File: config.mk
export PLATFORM = sky130hd
export DESIGN_NAME = hilo_unit
export DESIGN_NICKNAME = d
export VERILOG_FILES = /design/src/rtl/hilo_pkg.sv /design/src/rtl/hilo_watchdog.sv /design/src/rtl/hilo_unit.sv
export SDC_FILE = /design/constraint.sdc
export NUM_CORES = 1
export LEC_CHECK = 0
export ABC_CLOCK_PERIOD_IN_PS = 3900
export BUFFER_PORTS_ARGS = -buffer_cell sky130_fd_sc_hd__buf_4
export CORE_UTILIZATION = 49
export DETAILED_ROUTE_END_ITERATION = 8
export PLACE_DENSITY = 0.85
export RECOVER_POWER = 50
export SLEW_MARGIN = 25
export SYNTH_ARGS = -nofsm -noshare
export SYNTH_HDL_FRONTEND = slang
export SYNTH_HIERARCHICAL = 1
export SYNTH_SLANG_ARGS = --single-unit
File: constraint.sdc
create_clock -name clk -period 3.9 [get_ports clk]
set_input_delay 0.78 -clock clk [delete_from_list [all_inputs] [get_ports clk]]
set_output_delay 0.78 -clock clk [all_outputs]
set_load 0.01 [all_outputs]
File: src/rtl/hilo_pkg.sv
// Shared types and constants for the HI/LO result unit.
package hilo_pkg;

  typedef enum logic {
    IDLE = 1'b0,
    WAIT = 1'b1
  } state_e;

  localparam int SRC_DIV      = 0;
  localparam int SRC_MULT     = 1;
  localparam int HILO_WIDTH   = 32;
  localparam int HILO_TIMEOUT = 64;

endpackage

File: src/rtl/hilo_watchdog.sv
// Cycle counter for a pending operation; tc_o flags the last allowed WAIT cycle.
module hilo_watchdog #(
  parameter int TIMEOUT = 64
) (
  input  logic clk,
  input  logic reset,
  input  logic clr_i,
  input  logic en_i,
  output logic tc_o
);

  localparam int CW = $clog2(TIMEOUT);
  localparam logic [CW-1:0] LAST = CW'(TIMEOUT - 1);

  logic [CW-1:0] cnt_q;
  logic [CW-1:0] cnt_d;

  // next count: clear wins over enable
  always_comb begin
    cnt_d = cnt_q;
    if (clr_i) begin
      cnt_d = '0;
    end else if (en_i) begin
      cnt_d = cnt_q + CW'(1);
    end else begin
      cnt_d = cnt_q;
    end
  end

  // count register
  always_ff @(posedge clk) begin
    if (reset) begin
      cnt_q <= '0;
    end else begin
      cnt_q <= cnt_d;
    end
  end

  assign tc_o = (cnt_q == LAST);

endmodule

File: src/rtl/hilo_unit.sv
// Registered HI/LO pair fed by NSRC multi-cycle sources, with MTHI/MTLO writes,
// read stall while a result is pending, and a watchdog abort.
module hilo_unit
  import hilo_pkg::*;
#(
  parameter int WIDTH   = HILO_WIDTH,
  parameter int NSRC    = 2,
  parameter int SRCW    = $clog2(NSRC),
  parameter int TIMEOUT = HILO_TIMEOUT
) (
  input  logic                  clk,
  input  logic                  reset,
  input  logic                  start,
  input  logic [SRCW-1:0]       start_src,
  input  logic [NSRC-1:0]       src_done,
  input  logic [NSRC*WIDTH-1:0] src_hi,
  input  logic [NSRC*WIDTH-1:0] src_lo,
  input  logic                  mthi_we,
  input  logic                  mtlo_we,
  input  logic [WIDTH-1:0]      wdata,
  input  logic                  rd_req,
  output logic [WIDTH-1:0]      hi_q,
  output logic [WIDTH-1:0]      lo_q,
  output logic                  busy,
  output logic                  stall,
  output logic                  res_valid,
  output logic                  err_overlap,
  output logic                  err_timeout
);

  localparam logic [SRCW:0] NSRC_L = (SRCW + 1)'(NSRC);

  state_e            state_q, state_d;
  logic [SRCW-1:0]   cur_src_q, cur_src_d;
  logic [WIDTH-1:0]  hi_reg_q, hi_d;
  logic [WIDTH-1:0]  lo_reg_q, lo_d;
  logic              res_valid_q, res_valid_d;
  logic              err_overlap_q, err_overlap_d;
  logic              err_timeout_q, err_timeout_d;

  logic [WIDTH-1:0]  sel_hi, sel_lo;
  logic              sel_done;
  logic              wd_clr, wd_en, wd_tc;

  // result slice and done bit of the source currently in flight
  always_comb begin
    sel_hi   = '0;
    sel_lo   = '0;
    sel_done = 1'b0;
    for (int i = 0; i < NSRC; i++) begin
      if (cur_src_q == SRCW'(i)) begin
        sel_hi   = src_hi[i*WIDTH +: WIDTH];
        sel_lo   = src_lo[i*WIDTH +: WIDTH];
        sel_done = src_done[i];
      end else begin
        sel_hi   = sel_hi;
        sel_lo   = sel_lo;
        sel_done = sel_done;
      end
    end
  end

  // next-state: MTHI/MTLO first so a captured source result overrides them
  always_comb begin
    state_d       = state_q;
    cur_src_d     = cur_src_q;
    hi_d          = mthi_we ? wdata : hi_reg_q;
    lo_d          = mtlo_we ? wdata : lo_reg_q;
    res_valid_d   = 1'b0;
    err_overlap_d = 1'b0;
    err_timeout_d = 1'b0;
    wd_clr        = 1'b0;
    wd_en         = 1'b0;
    case (state_q)
      IDLE: begin
        if (start) begin
          if ({1'b0, start_src} < NSRC_L) begin
            cur_src_d = start_src;
            wd_clr    = 1'b1;
            state_d   = WAIT;
          end else begin
            err_overlap_d = 1'b1;
          end
        end else begin
          state_d = IDLE;
        end
      end
      WAIT: begin
        err_overlap_d = start;
        if (sel_done) begin
          hi_d        = sel_hi;
          lo_d        = sel_lo;
          res_valid_d = 1'b1;
          state_d     = IDLE;
        end else if (wd_tc) begin
          err_timeout_d = 1'b1;
          state_d       = IDLE;
        end else begin
          wd_en = 1'b1;
        end
      end
      default: begin
        state_d = IDLE;
      end
    endcase
  end

  // state, HI/LO and pulse registers
  always_ff @(posedge clk) begin
    if (reset) begin
      state_q       <= IDLE;
      cur_src_q     <= '0;
      hi_reg_q      <= '0;
      lo_reg_q      <= '0;
      res_valid_q   <= 1'b0;
      err_overlap_q <= 1'b0;
      err_timeout_q <= 1'b0;
    end else begin
      state_q       <= state_d;
      cur_src_q     <= cur_src_d;
      hi_reg_q      <= hi_d;
      lo_reg_q      <= lo_d;
      res_valid_q   <= res_valid_d;
      err_overlap_q <= err_overlap_d;
      err_timeout_q <= err_timeout_d;
    end
  end

  hilo_watchdog #(
    .TIMEOUT(TIMEOUT)
  ) u_watchdog (
    .clk   (clk),
    .reset (reset),
    .clr_i (wd_clr),
    .en_i  (wd_en),
    .tc_o  (wd_tc)
  );

  assign hi_q        = hi_reg_q;
  assign lo_q        = lo_reg_q;
  assign busy        = (state_q == WAIT);
  assign stall       = rd_req & busy;
  assign res_valid   = res_valid_q;
  assign err_overlap = err_overlap_q;
  assign err_timeout = err_timeout_q;

endmodule

==> results.md <==
* Via count of the first global-routing pass at 4261
* Fmax at 0.399 GHz
* Slew Limit Headroom at -0.398
* Placed wire-length estimate after detailed placement at between 8 and 9 mm
* Most common cell in the netlist: sky130_fd_sc_hd__dfxtp_1
* Share of the yosys chip area belonging to registers at 0.341
* Mux cell area share after synthesis at 0.156
* H-tree depth at 3
* Synthesized-area fraction occupied by and/or/nand/nor cells at 0.120
* Post-route cell area at approximately 0.0060 sq mm
* Clk_lat worst skew at approximately 0.34 ns
* DP Area at ~0.006 sq mm
* Count of flip-flops with a built-in enable after synthesis at 0
* RSZ-0062 raised after global routing: no
* Pin count of the biggest net entering global routing at 71
* Most common flop cell mapped by yosys: sky130_fd_sc_hd__dfxtp_1
* Clock sink count at 75
* Global router's overall resource usage at 0.274
* Wire length per cell at between 15 and 20 um
* Critical Path RT at around 4.1 ns
* Largest area contributor in the synthesized netlist: sky130_fd_sc_hd__dfxtp_1
* Total number of vias at 4273
* Synthesized instance count at around 420
* Yosys top cell area share at 0.341
* Post-synthesis area per instance at between 10 and 15 sq um
* Most area-consuming cells after synthesis: sky130_fd_sc_hd__dfxtp_1 34%, sky130_fd_sc_hd__mux2i_1 15%, sky130_fd_sc_hd__a211oi_2 14%
* Remaining antenna violation count after routing at 0
* Grt total ovfl at 0
* Finished Core Util at 0.691
* Clock input transition at the sequential cells of the worst setup and hold paths at 0.08 ns
* Worst endpoint data arrival time at approximately 2.7 ns
* VDD IR max at between 0.00015 and 0.0002 V
* Hold_ws at 0.497 ns
* Synthesis-to-finish area growth at 36.8%
* Count of different cell masters after synthesis at 31
* Area of the mapped netlist at approximately 0.0044 sq mm
* Max cap viols at 1
* Kind of critical path: input port to flop
* Global placement routability congestion at between 0.7 and 0.8
* Parity-gate share of the synthesized area counting xor and xnor cells at 0.00795
* DRC at 0
* Synthesized net count at 591
* Effective utilization at floorplan at 0.505
* Final setup fails at 0
* First-pass GRT wire length at about 21 mm
* Failing checks: capacitance limit, slew limit
* Number of synthesized register bits at 75
* Sequential standard cell area at around 0.0015 sq mm
* Post-CTS Setup Inserts at 0
* Startpoint Class: input port
* Placeable core region at 0.00872 sq mm
* Count of buffers from port buffering at between 200 and 250
* Worst setup skew after layout at 0.00838 ns
* FILL cells at 717
* Power per unit of standard cell area at 345 mW/mm^2
* Initial antenna violation count at 0
* CTS tree: yes
* Clock tree buffer depth at 2
* Share of the synthesized area in compound gates (AO/OA/AOI/OAI) at 0.301
* Cell total after placement at about 720
* Diodes inserted at 0
* Total wire length at 13.1 mm
* Clock buffers created by TritonCTS at 9
* Final cell count without fillers at around 740
* Combined area of the multi-input logic cells at 0.00259 sq mm
* Part of the cycle the worst path needs at 0.643
* Final hold vios at 0
* Leakage power figure at 0.00229 uW
* Full die area at 0.00938 sq mm
* Largest family of logic cells by synthesized area: compound AO/OA/AOI/OAI gates
* Fin. max-slew vios at about 70
* DIE WIDTH at ~97 um
* Async SR Flop Fraction at 0
* Post-Route Setup TNS at 0 ns
* Root buffer cell: sky130_fd_sc_hd__clkbuf_8
* Quantity of hold-fixing buffers added after cts at 0
* Synth Area in Adders at 0.00284
* DRT iter0 DRCs at around 260
* Routed vias/inst at 5.81
* Detailed-routing iteration count for the pre-antenna-repair pass at 4
* Yosys warning total at 6
* Min-Delay Path Class: flop to flop
* Core Rows at 34
* Top cells by instance count after synthesis: 75 x sky130_fd_sc_hd__dfxtp_1, 67 x sky130_fd_sc_hd__mux2i_1, 66 x sky130_fd_sc_hd__nor2b_1, 61 x sky130_fd_sc_hd__a221oi_1, 50 x sky130_fd_sc_hd__a211oi_2
* Crit end category: flop
* Result of the run: complete, but fails checks
* CTS resizes at 0
* Slew of the pin with the lowest slew margin at around 2.1 ns
* Post-layout nets at about 800
* Vertical die dimension at 96.8 um
* Number of primary I/O pins at 238
* Fraction of final layout cells sized beyond drive strength 1 at 0.399
* Maximum fanout along the worst path at 70
* Post-route minimum period at ~2.5 ns
where the power goes:
part	switching, uW	internal [uW]	leakage (uW)
combinational	265	272	0.00156
sequential	37.9	823	0.000620
clock	290	395	0.000113
total	593	1490	0.00229
area by class of cell:
cell class                 instances  share of cell area
multi-input combinational        292               0.429
timing repair buffer             243               0.260
sequential                        75               0.250
clock buffer                      12              0.0257
tap                              108              0.0224
clock inverter                     4              0.0120
inverter                           1            0.000623
cells in the final DEF, fill, tap and decap left out, drive strengths merged, types with 3 or more instances in the layout:
| cell type | synthesis | routed |
|---|---|---|
| clkbuf | 20 | 80 |
| a221oi | 64 | 64 |
| nand2 | 4 | 4 |
| nor2 | 9 | 9 |
| mux2i | 67 | 67 |
| a211oi | 64 | 64 |
| nor2b | 66 | 66 |
| xor2 | 3 | 3 |
| buf | 33 | 175 |
| dfxtp | 75 | 75 |
path summary, 6_finish.rpt:
kind | from | endpoint | slack [ns] | depth (start not counted)
min | u_watchdog/cnt_q[5]$_SDFFE_PP0P_ | u_watchdog/cnt_q[5]$_SDFFE_PP0P_ | 0.50 | 2
min reg2reg | u_watchdog/cnt_q[5]$_SDFFE_PP0P_ | u_watchdog/cnt_q[5]$_SDFFE_PP0P_ | 0.50 | 2
max reg2reg | cur_src_q$_SDFFE_PP0P_ | lo_q[28]$_SDFF_PP0_ | 1.63 | 4
max | reset | u_watchdog/cnt_q[3]$_SDFFE_PP0P_ | 1.39 | 3
critical path, stage by stage:
cell and delay (ns):
sky130_fd_sc_hd__clkbuf_2 1.44, sky130_fd_sc_hd__or2_2 0.39, sky130_fd_sc_hd__nor2_1 0.06
layer usage:
metal | wire length, um | track usage
met1 | 5270 | 0.332
met2 | 6710 | 0.476
met3 | 744 | 0.0484
met4 | 327 | 0.115
met5 | 0 | 0
stage by stage:
stage	setup slack (ns)	total power [uW]
floorplan	1.84	1200
global placement	1.67	1440
detailed placement	1.60	1460
CTS	1.63	2140
global route	1.32	2180
finish	1.39	2080
cells by family (layout without fill, tap and decap cells):
kind of cell    Yosys count  count (layout)
mux                      68              68
simple gates             88              88
fa+ha+maj                 1               1
flops                    75              75
compound gates          131             131
xor+xnor                  4               4
buf+inv                  54             260
sequential cells by signal, indices dropped and copies added, names as in the netlist:
signal            count
cur_src_q             1
hi_q                 32
res_valid             1
err_overlap           1
lo_q                 32
u_watchdog/cnt_q      6
busy                  1
err_timeout           1
(Power assumes the default switching activity.)
